## config.mk

```make
export PLATFORM = sky130hd
export DESIGN_NAME = bias_sram_reader_flat
export DESIGN_NICKNAME = d
export VERILOG_FILES = /design/src/rtl/bias_sram_reader_if.sv /design/src/rtl/bias_sram_reader.sv /design/src/flat_wrapper.sv
export SDC_FILE = /design/constraint.sdc
export NUM_CORES = 1
export LEC_CHECK = 0
export ABC_AREA = 1
export CORE_MARGIN = 1
export CORE_UTILIZATION = 46
export DETAILED_ROUTE_END_ITERATION = 12
export DONT_BUFFER_PORTS = 1
export SETUP_SLACK_MARGIN = 0.3
export SYNTH_ARGS = -nofsm -noshare
export SYNTH_HDL_FRONTEND = slang
export SYNTH_SLANG_ARGS = --single-unit
```

## constraint.sdc

```tcl
create_clock -name clk -period 3.59 [get_ports clk]
set_input_delay 0 -clock clk [delete_from_list [all_inputs] [get_ports clk]]
set_output_delay 0 -clock clk [all_outputs]
set_load 0.01 [all_outputs]
```

## src/rtl/bias_sram_reader_if.sv

```systemverilog
// Bundle of the bias reader's job-control, output stream and SRAM read-port
// signals. The reader drives through "master"; the environment uses "slave".
interface bias_sram_reader_if #(
    parameter int ADDR_W = 32,
    parameter int DATA_W = 32,
    parameter int CNT_W  = 18
);
    // job control
    logic              start;
    logic [ADDR_W-1:0] base_addr;
    logic [CNT_W-1:0]  count;
    logic              busy;
    logic              done;
    logic              err;
    // bias stream to the PE array
    logic [DATA_W-1:0] bias_data;
    logic              bias_valid;
    logic              bias_ready;
    // single-port SRAM
    logic              mem_cs;
    logic              mem_oe;
    logic [ADDR_W-1:0] mem_addr;
    logic              mem_W_req;
    logic [DATA_W-1:0] mem_W_data;
    logic [DATA_W-1:0] mem_R_data;

    modport master (
        input  start, base_addr, count, bias_ready, mem_R_data,
        output busy, done, err, bias_data, bias_valid,
               mem_cs, mem_oe, mem_addr, mem_W_req, mem_W_data
    );

    modport slave (
        output start, base_addr, count, bias_ready, mem_R_data,
        input  busy, done, err, bias_data, bias_valid,
               mem_cs, mem_oe, mem_addr, mem_W_req, mem_W_data
    );
endinterface

```

## src/rtl/bias_sram_reader.sv

```systemverilog
// Read-side initiator for the bias SRAM. A start pulse launches a job that
// reads COUNT consecutive words from BASE_ADDR and streams them out on a
// valid/ready channel, with a small FIFO absorbing the 1-cycle SRAM latency
// and consumer backpressure.
module bias_sram_reader #(
    parameter int ADDR_W     = 32,
    parameter int DATA_W     = 32,
    parameter int CNT_W      = 18,
    parameter int MEM_WORDS  = 196608,
    parameter int FIFO_DEPTH = 2
) (
    input  logic               clk,
    input  logic               rst,
    bias_sram_reader_if.master bus
);
    localparam int PTR_W = (FIFO_DEPTH > 1) ? $clog2(FIFO_DEPTH) : 1;
    localparam int OCC_W = PTR_W + 2;
    localparam logic [ADDR_W:0]  MEM_LIMIT = (ADDR_W+1)'(MEM_WORDS);
    localparam logic [OCC_W-1:0] DEPTH_V   = OCC_W'(FIFO_DEPTH);

    typedef enum logic [1:0] {
        S_IDLE  = 2'd0,
        S_READ  = 2'd1,
        S_DRAIN = 2'd2,
        S_DONE  = 2'd3
    } state_t;

    state_t            state, state_nxt;

    logic [ADDR_W-1:0] addr_q;      // next word address to issue
    logic [CNT_W-1:0]  rem_q;       // reads still to issue
    logic              inflight;    // a read was issued last cycle; data returns now
    logic              err_q;

    logic [DATA_W-1:0] fifo_mem [FIFO_DEPTH];
    logic [PTR_W-1:0]  wr_ptr, rd_ptr;
    logic [PTR_W:0]    fifo_cnt;

    logic              fifo_nempty;
    logic              push, pop;
    logic              issue, last_issue;
    logic              cnt_zero, range_bad;
    logic [ADDR_W:0]   job_end;
    logic [OCC_W-1:0]  occ_eff;
    logic              busy_c, done_c, cs_c;

    assign fifo_nempty = (fifo_cnt != '0);
    assign push        = inflight;
    assign pop         = fifo_nempty & bus.bias_ready;

    // base+count-1 > MEM_WORDS-1 is evaluated as base+count > MEM_WORDS one bit
    // wider than the address, so a huge base cannot wrap into a legal range.
    assign cnt_zero  = (bus.count == '0);
    assign job_end   = {1'b0, bus.base_addr} + (ADDR_W+1)'(bus.count);
    assign range_bad = (job_end > MEM_LIMIT);

    // Slots already claimed: buffered words plus the one returning now. A pop
    // in this same cycle frees its slot before the next issued word can land,
    // so it is credited here; that keeps one word per cycle flowing with a
    // 2-entry buffer while never letting occupancy exceed FIFO_DEPTH.
    assign occ_eff    = OCC_W'(fifo_cnt) + OCC_W'(inflight) - OCC_W'(pop);
    assign issue      = (state == S_READ) && (occ_eff < DEPTH_V);
    assign last_issue = issue && (rem_q == CNT_W'(1));

    // State register
    always_ff @(posedge clk or posedge rst) begin
        if (rst) state <= S_IDLE;
        else     state <= state_nxt;
    end

    // Next-state logic; DRAIN exits on the cycle the last word is accepted
    always_comb begin
        state_nxt = state;
        case (state)
            S_IDLE: begin
                if (bus.start)
                    state_nxt = (cnt_zero || range_bad) ? S_DONE : S_READ;
            end
            S_READ: begin
                if (last_issue) state_nxt = S_DRAIN;
            end
            S_DRAIN: begin
                if (!inflight && (fifo_cnt == '0 ||
                                  (fifo_cnt == (PTR_W+1)'(1) && pop)))
                    state_nxt = S_DONE;
            end
            S_DONE:  state_nxt = S_IDLE;
            default: state_nxt = S_IDLE;
        endcase
    end

    // State-decoded outputs
    always_comb begin
        busy_c = 1'b0;
        done_c = 1'b0;
        cs_c   = 1'b0;
        case (state)
            S_READ: begin
                busy_c = 1'b1;
                cs_c   = issue;
            end
            S_DRAIN: busy_c = 1'b1;
            S_DONE:  done_c = 1'b1;
            default: ;
        endcase
    end

    // Job capture, address/remaining-count stepping and read-latency tracking
    always_ff @(posedge clk or posedge rst) begin
        if (rst) begin
            addr_q   <= '0;
            rem_q    <= '0;
            err_q    <= 1'b0;
            inflight <= 1'b0;
        end else begin
            inflight <= issue;
            if (state == S_IDLE && bus.start) begin
                addr_q <= bus.base_addr;
                rem_q  <= bus.count;
                err_q  <= !cnt_zero && range_bad;
            end else if (issue) begin
                addr_q <= addr_q + ADDR_W'(1);
                rem_q  <= rem_q - CNT_W'(1);
            end
        end
    end

    // FIFO pointers and occupancy; reset drops anything buffered or returning
    always_ff @(posedge clk or posedge rst) begin
        if (rst) begin
            wr_ptr   <= '0;
            rd_ptr   <= '0;
            fifo_cnt <= '0;
        end else begin
            if (push) wr_ptr <= wr_ptr + PTR_W'(1);
            if (pop)  rd_ptr <= rd_ptr + PTR_W'(1);
            fifo_cnt <= fifo_cnt + (PTR_W+1)'(push) - (PTR_W+1)'(pop);
        end
    end

    // FIFO storage; the returned word is taken exactly in its data cycle
    always_ff @(posedge clk) begin
        if (push) fifo_mem[wr_ptr] <= bus.mem_R_data;
    end

    assign bus.busy       = busy_c;
    assign bus.done       = done_c;
    assign bus.err        = err_q;
    assign bus.bias_valid = fifo_nempty;
    assign bus.bias_data  = fifo_mem[rd_ptr];
    assign bus.mem_cs     = cs_c;
    assign bus.mem_oe     = inflight;
    assign bus.mem_addr   = addr_q;
    assign bus.mem_W_req  = 1'b1;
    assign bus.mem_W_data = '0;
endmodule

```

## src/flat_wrapper.sv

```systemverilog
// flat-port wrapper written by rule: the top's interface ports become plain ports
module bias_sram_reader_flat 
#(
    parameter int ADDR_W     = 32,
    parameter int DATA_W     = 32,
    parameter int CNT_W      = 18,
    parameter int MEM_WORDS  = 196608,
    parameter int FIFO_DEPTH = 2
)
  (clk, rst, bus_start, bus_base_addr, bus_count, bus_bias_ready, bus_mem_R_data, bus_busy, bus_done, bus_err, bus_bias_data, bus_bias_valid, bus_mem_cs, bus_mem_oe, bus_mem_addr, bus_mem_W_req, bus_mem_W_data);
  bias_sram_reader_if #(.ADDR_W(ADDR_W), .DATA_W(DATA_W), .CNT_W(CNT_W)) bus_i ();
  input  logic clk;
  input  logic rst;
  input wire logic [$bits(bus_i.start)-1:0] bus_start;
  input wire logic [$bits(bus_i.base_addr)-1:0] bus_base_addr;
  input wire logic [$bits(bus_i.count)-1:0] bus_count;
  input wire logic [$bits(bus_i.bias_ready)-1:0] bus_bias_ready;
  input wire logic [$bits(bus_i.mem_R_data)-1:0] bus_mem_R_data;
  output wire logic [$bits(bus_i.busy)-1:0] bus_busy;
  output wire logic [$bits(bus_i.done)-1:0] bus_done;
  output wire logic [$bits(bus_i.err)-1:0] bus_err;
  output wire logic [$bits(bus_i.bias_data)-1:0] bus_bias_data;
  output wire logic [$bits(bus_i.bias_valid)-1:0] bus_bias_valid;
  output wire logic [$bits(bus_i.mem_cs)-1:0] bus_mem_cs;
  output wire logic [$bits(bus_i.mem_oe)-1:0] bus_mem_oe;
  output wire logic [$bits(bus_i.mem_addr)-1:0] bus_mem_addr;
  output wire logic [$bits(bus_i.mem_W_req)-1:0] bus_mem_W_req;
  output wire logic [$bits(bus_i.mem_W_data)-1:0] bus_mem_W_data;
  assign bus_i.start = bus_start;
  assign bus_i.base_addr = bus_base_addr;
  assign bus_i.count = bus_count;
  assign bus_i.bias_ready = bus_bias_ready;
  assign bus_i.mem_R_data = bus_mem_R_data;
  assign bus_busy = bus_i.busy;
  assign bus_done = bus_i.done;
  assign bus_err = bus_i.err;
  assign bus_bias_data = bus_i.bias_data;
  assign bus_bias_valid = bus_i.bias_valid;
  assign bus_mem_cs = bus_i.mem_cs;
  assign bus_mem_oe = bus_i.mem_oe;
  assign bus_mem_addr = bus_i.mem_addr;
  assign bus_mem_W_req = bus_i.mem_W_req;
  assign bus_mem_W_data = bus_i.mem_W_data;
  bias_sram_reader #(.ADDR_W(ADDR_W), .DATA_W(DATA_W), .CNT_W(CNT_W), .MEM_WORDS(MEM_WORDS), .FIFO_DEPTH(FIFO_DEPTH)) u_core (.clk(clk), .rst(rst), .bus(bus_i));
endmodule
```

==> results by group <==
Global route
  – Tot GR Track Use: 26.4%
  – First-pass GRT wire length: 37.3 mm
  – Initial antenna violation count: 0
  – Largest net degree at the start of global routing: 35
  – Vias in the first global route: 7191
  – Total global routing overflow: 0

Routing
  – DRC: 0
  – Final ANT Viol Nets: 0
  – Routed via count: 7255
  – Routed wire per std cell: 17.3 microns
  – Via density: 5.19
  – Initial DRC Count: 493
  – First drt pass iteration count: 5
  – WL final: 24.2 mm

Critical path
  – R2r setup slk: 0.48 ns
  – CP arrival: 3.40 ns
  – Reg2reg path depth: 14
  – WS Path Type: reg -> reg
  – CP endpoint kind: flip-flop
  – Worst Path Required: 3.88 ns
  – Crit path from: u_core.fifo_cnt[1]
  – Crit Reg-Reg Startpoint: u_core.fifo_cnt[1]
  – FF-to-FF End: u_core.state[0]
  – CP max FO: 7
  – Startpoint types: flip-flop

Synth
  – Post-Syn Area: 8320 sq um
  – Top cell type's share of synthesized area: 23.1%
  – Yosys synthesis warning count: 0
  – Top cell type by total area after synthesis: edfxtp_1
  – Top cells by area, synth: edfxtp_1 (23%), dfrtp_1 (17%), nand2_1 (14%)
  – Async SR Flop Fraction: 47.5%
  – Sequential area share after synthesis: 40.5%
  – FF+latch count, synth: 122
  – Yosys cell types: 49
  – Main flop type after synthesis: edfxtp_1
  – Syn Area/Cell: 7.83 sq um
  – Mapped Cells: 1063
  – Post-synth EDFFs: 64

Layout
  – Commonest cells after routing, fill and taps aside: nand2_1 (302), inv_1 (149), nor2_1 (92), dlygate4sd3_1 (85), edfxtp_1 (64)
  – Ant. Diodes: 0
  – Final nets: 1275
  – Fraction of layout cells with a size suffix above 1: 9.47%
  – Layout fillers: 1667
  – Synthesis-to-finish area growth: 19.8%
  – Post-route insts no fill: 1397
  – Commonest non-fill, non-tap cell in the layout: nand2_1
  – Fin area: 9970 sq um

STA
  – Slew headroom: 49.0%
  – # setup viols final: 0
  – Final hold violations: 0
  – Setup Skew: 0.0134 ns
  – Tcrit/Tclk final: 86.6%
  – Final Max Slew Viols: 0
  – RSZ-0062 raised after global routing: yes
  – Slew @ Worst Pin: 0.764 ns
  – Tmin final: 3.11 ns
  – Fmax: 321 MHz
  – Setup TNS: 0 ns

Power and ir drop
  – Switching power: 0.00268 W
  – Power share of the combinational group: 37.1%
  – Clock Power Share: 25.2%
  – Internal: 0.00392 W
  – Max VDD drop: 0.000395 V
  – Flop pwr share: 37.8%
  – Sw Share: 40.6%
  – Leakage Power: 4.57 nW
  – PwrDens: 661 nW/um^2

Hold path
  – Hold Crit Depth: 5
  – Hold endpoint: u_core.bus.err
  – Min-delay src: bus_count[3]
  – Tightest Hold Check Type: in -> reg

Place
  – Area post-placement: 8490 sq um
  – HPWL Detailed: 17.8 mm
  – Routability-driven placement congestion ratio: 0.904
  – Number of port buffers: 0
  – Placed cell count: 1277

Clocking
  – Clock transition at path regs: 0.07 ns
  – CTS tree: built
  – TritonCTS Sinks: 122
  – Skew-Pair Late Insertion Delay: 0.42 ns
  – CTS Root Cell: clkbuf_16
  – H-tree levels: 4
  – Clock Tree Buf Depth: 2
  – TritonCTS buffer count: 17

Run status
  – Status: finished, final reports clean

Floorplan
  – Core area: 17500 sq um
  – IO Count: 189
  – Starting Density: 47.6%
  – Die Wd: 137 microns
  – Area of the die: 18600 sq um
  – Die Ht: 137 microns
  – Site Rows: 48

Run
  – Max cap viols: 0
-- repair_timing --
action,4_1_cts,5_1_grt
buffers inserted,0,2
endpoints found under the setup margin,0,35
hold buffers,84,1
hold endpoints to repair,149,1
gates resized for setup,0,10
-- layout make-up --
class | instances | area, sq um | area share, %
flip-flops and latches | 122 | 3370 | 33.8
clock buffers | 18 | 429 | 4.30
well taps | 225 | 282 | 2.82
repair buffers | 97 | 961 | 9.64
inverters | 162 | 612 | 6.14
repair inverters | 1 | 7.51 | 0.0753
clock inverters | 14 | 145 | 1.46
multi-input cells | 758 | 4160 | 41.7
-- flip-flops by register name (all words and copies together), names as in the netlist --
register and count:
u_core.state 2, u_core.bus.mem_addr 32, u_core.bus.err 1, u_core.fifo_cnt 2, u_core.rem_q 18, u_core.wr_ptr 1
u_core.bus.mem_oe 1, u_core.fifo_mem 64, u_core.rd_ptr 1
-- critical path: stages, from the launching register on --
cell	delay [ns]
dfrtp_1	0.42
or2_2	0.36
nand2_1	0.13
inv_1	0.06
ha_1	0.27
inv_1	0.06
ha_1	0.13
inv_1	0.05
fa_1	0.51
nand3_1	0.19
buf_4	0.23
nor4_2	0.28
o21ai_2	0.12
nor3_1	0.14
a21oi_1	0.06
-- how the worst max path moves through the flow --
stage / endpoint / slack [ns] / depth (start not counted)
after floorplan: u_core.bus.mem_addr[20] / 0.72 / 13
after global placement: u_core.bus.mem_addr[15] / 0.44 / 14
after detailed placement: u_core.rem_q[15] / 0.41 / 14
after CTS: u_core.state[0] / 0.37 / 14
after global routing: u_core.state[0] / 0.27 / 14
final: u_core.state[0] / 0.48 / 14
-- synthesized netlist by cell type, drive strengths merged, types with 2 or more instances --
cell      n
nor3     23
nand2   306
o22ai     4
nor4      9
o21ai    13
ha       28
dfrtp    58
nand4    26
mux2     32
nor2    100
fa        2
nand3    67
o211ai   21
a21oi    27
edfxtp   64
or2       3
conb      2
o221ai   14
xor2     23
xnor2    16
inv     161
nand3b    2
clkbuf   17
buf      35
-- metrics by stage --
step / utilization (%) / hold slack (ns) / total power [W] / setup WS [ns]
2_1_floorplan: - / 0.0989 / 0.00418 / 0.717
3_3_place_gp: 48.6 / 0.0692 / 0.00474 / 0.445
3_5_place_dp: 48.6 / 0.0654 / 0.00477 / 0.411
4_1_cts: 56.7 / 0.0160 / 0.00655 / 0.367
5_1_grt: 57.1 / 0.0427 / 0.00703 / 0.275
6_report: 57.1 / 0.0464 / 0.00660 / 0.479
-- per-layer routing --
| layer | vias up | global-route usage [%] | routed length [microns] |
|---|---|---|---|
| li1 | 3608 | - | - |
| met4 | 0 | 10.6 | 597 |
| met2 | 276 | 44.1 | 11300 |
| met5 | - | 0 | 0 |
| met3 | 43 | 6.15 | 1890 |
| met1 | 3328 | 32.7 | 10400 |
-- cell families (layout without fill, tap and decap cells) --
family	Yosys count	count (layout)	share of synthesized area [%]
multiplexers	32	32	4.33
AO/OA/AOI/OAI	86	86	6.70
buffers and inverters	214	292	11.2
AND/OR/NAND/NOR	538	538	28.4
other	2	33	0.0902
adder cells (fa/ha/maj)	30	30	4.69
XOR/XNOR	39	39	4.10
flip-flops	122	122	40.5
-- power by group through the flow --
stage / registers [W] / logic [W] / clock network [W]
detailed placement: 0.00251 / 0.00226 / 0
finish: 0.00249 / 0.00244 / 0.00166
floorplan: 0.00234 / 0.00184 / 0
CTS: 0.00249 / 0.00237 / 0.00169
global placement: 0.00250 / 0.00224 / 0
global route: 0.00255 / 0.00274 / 0.00175
Power figures use the tool's default switching activity.
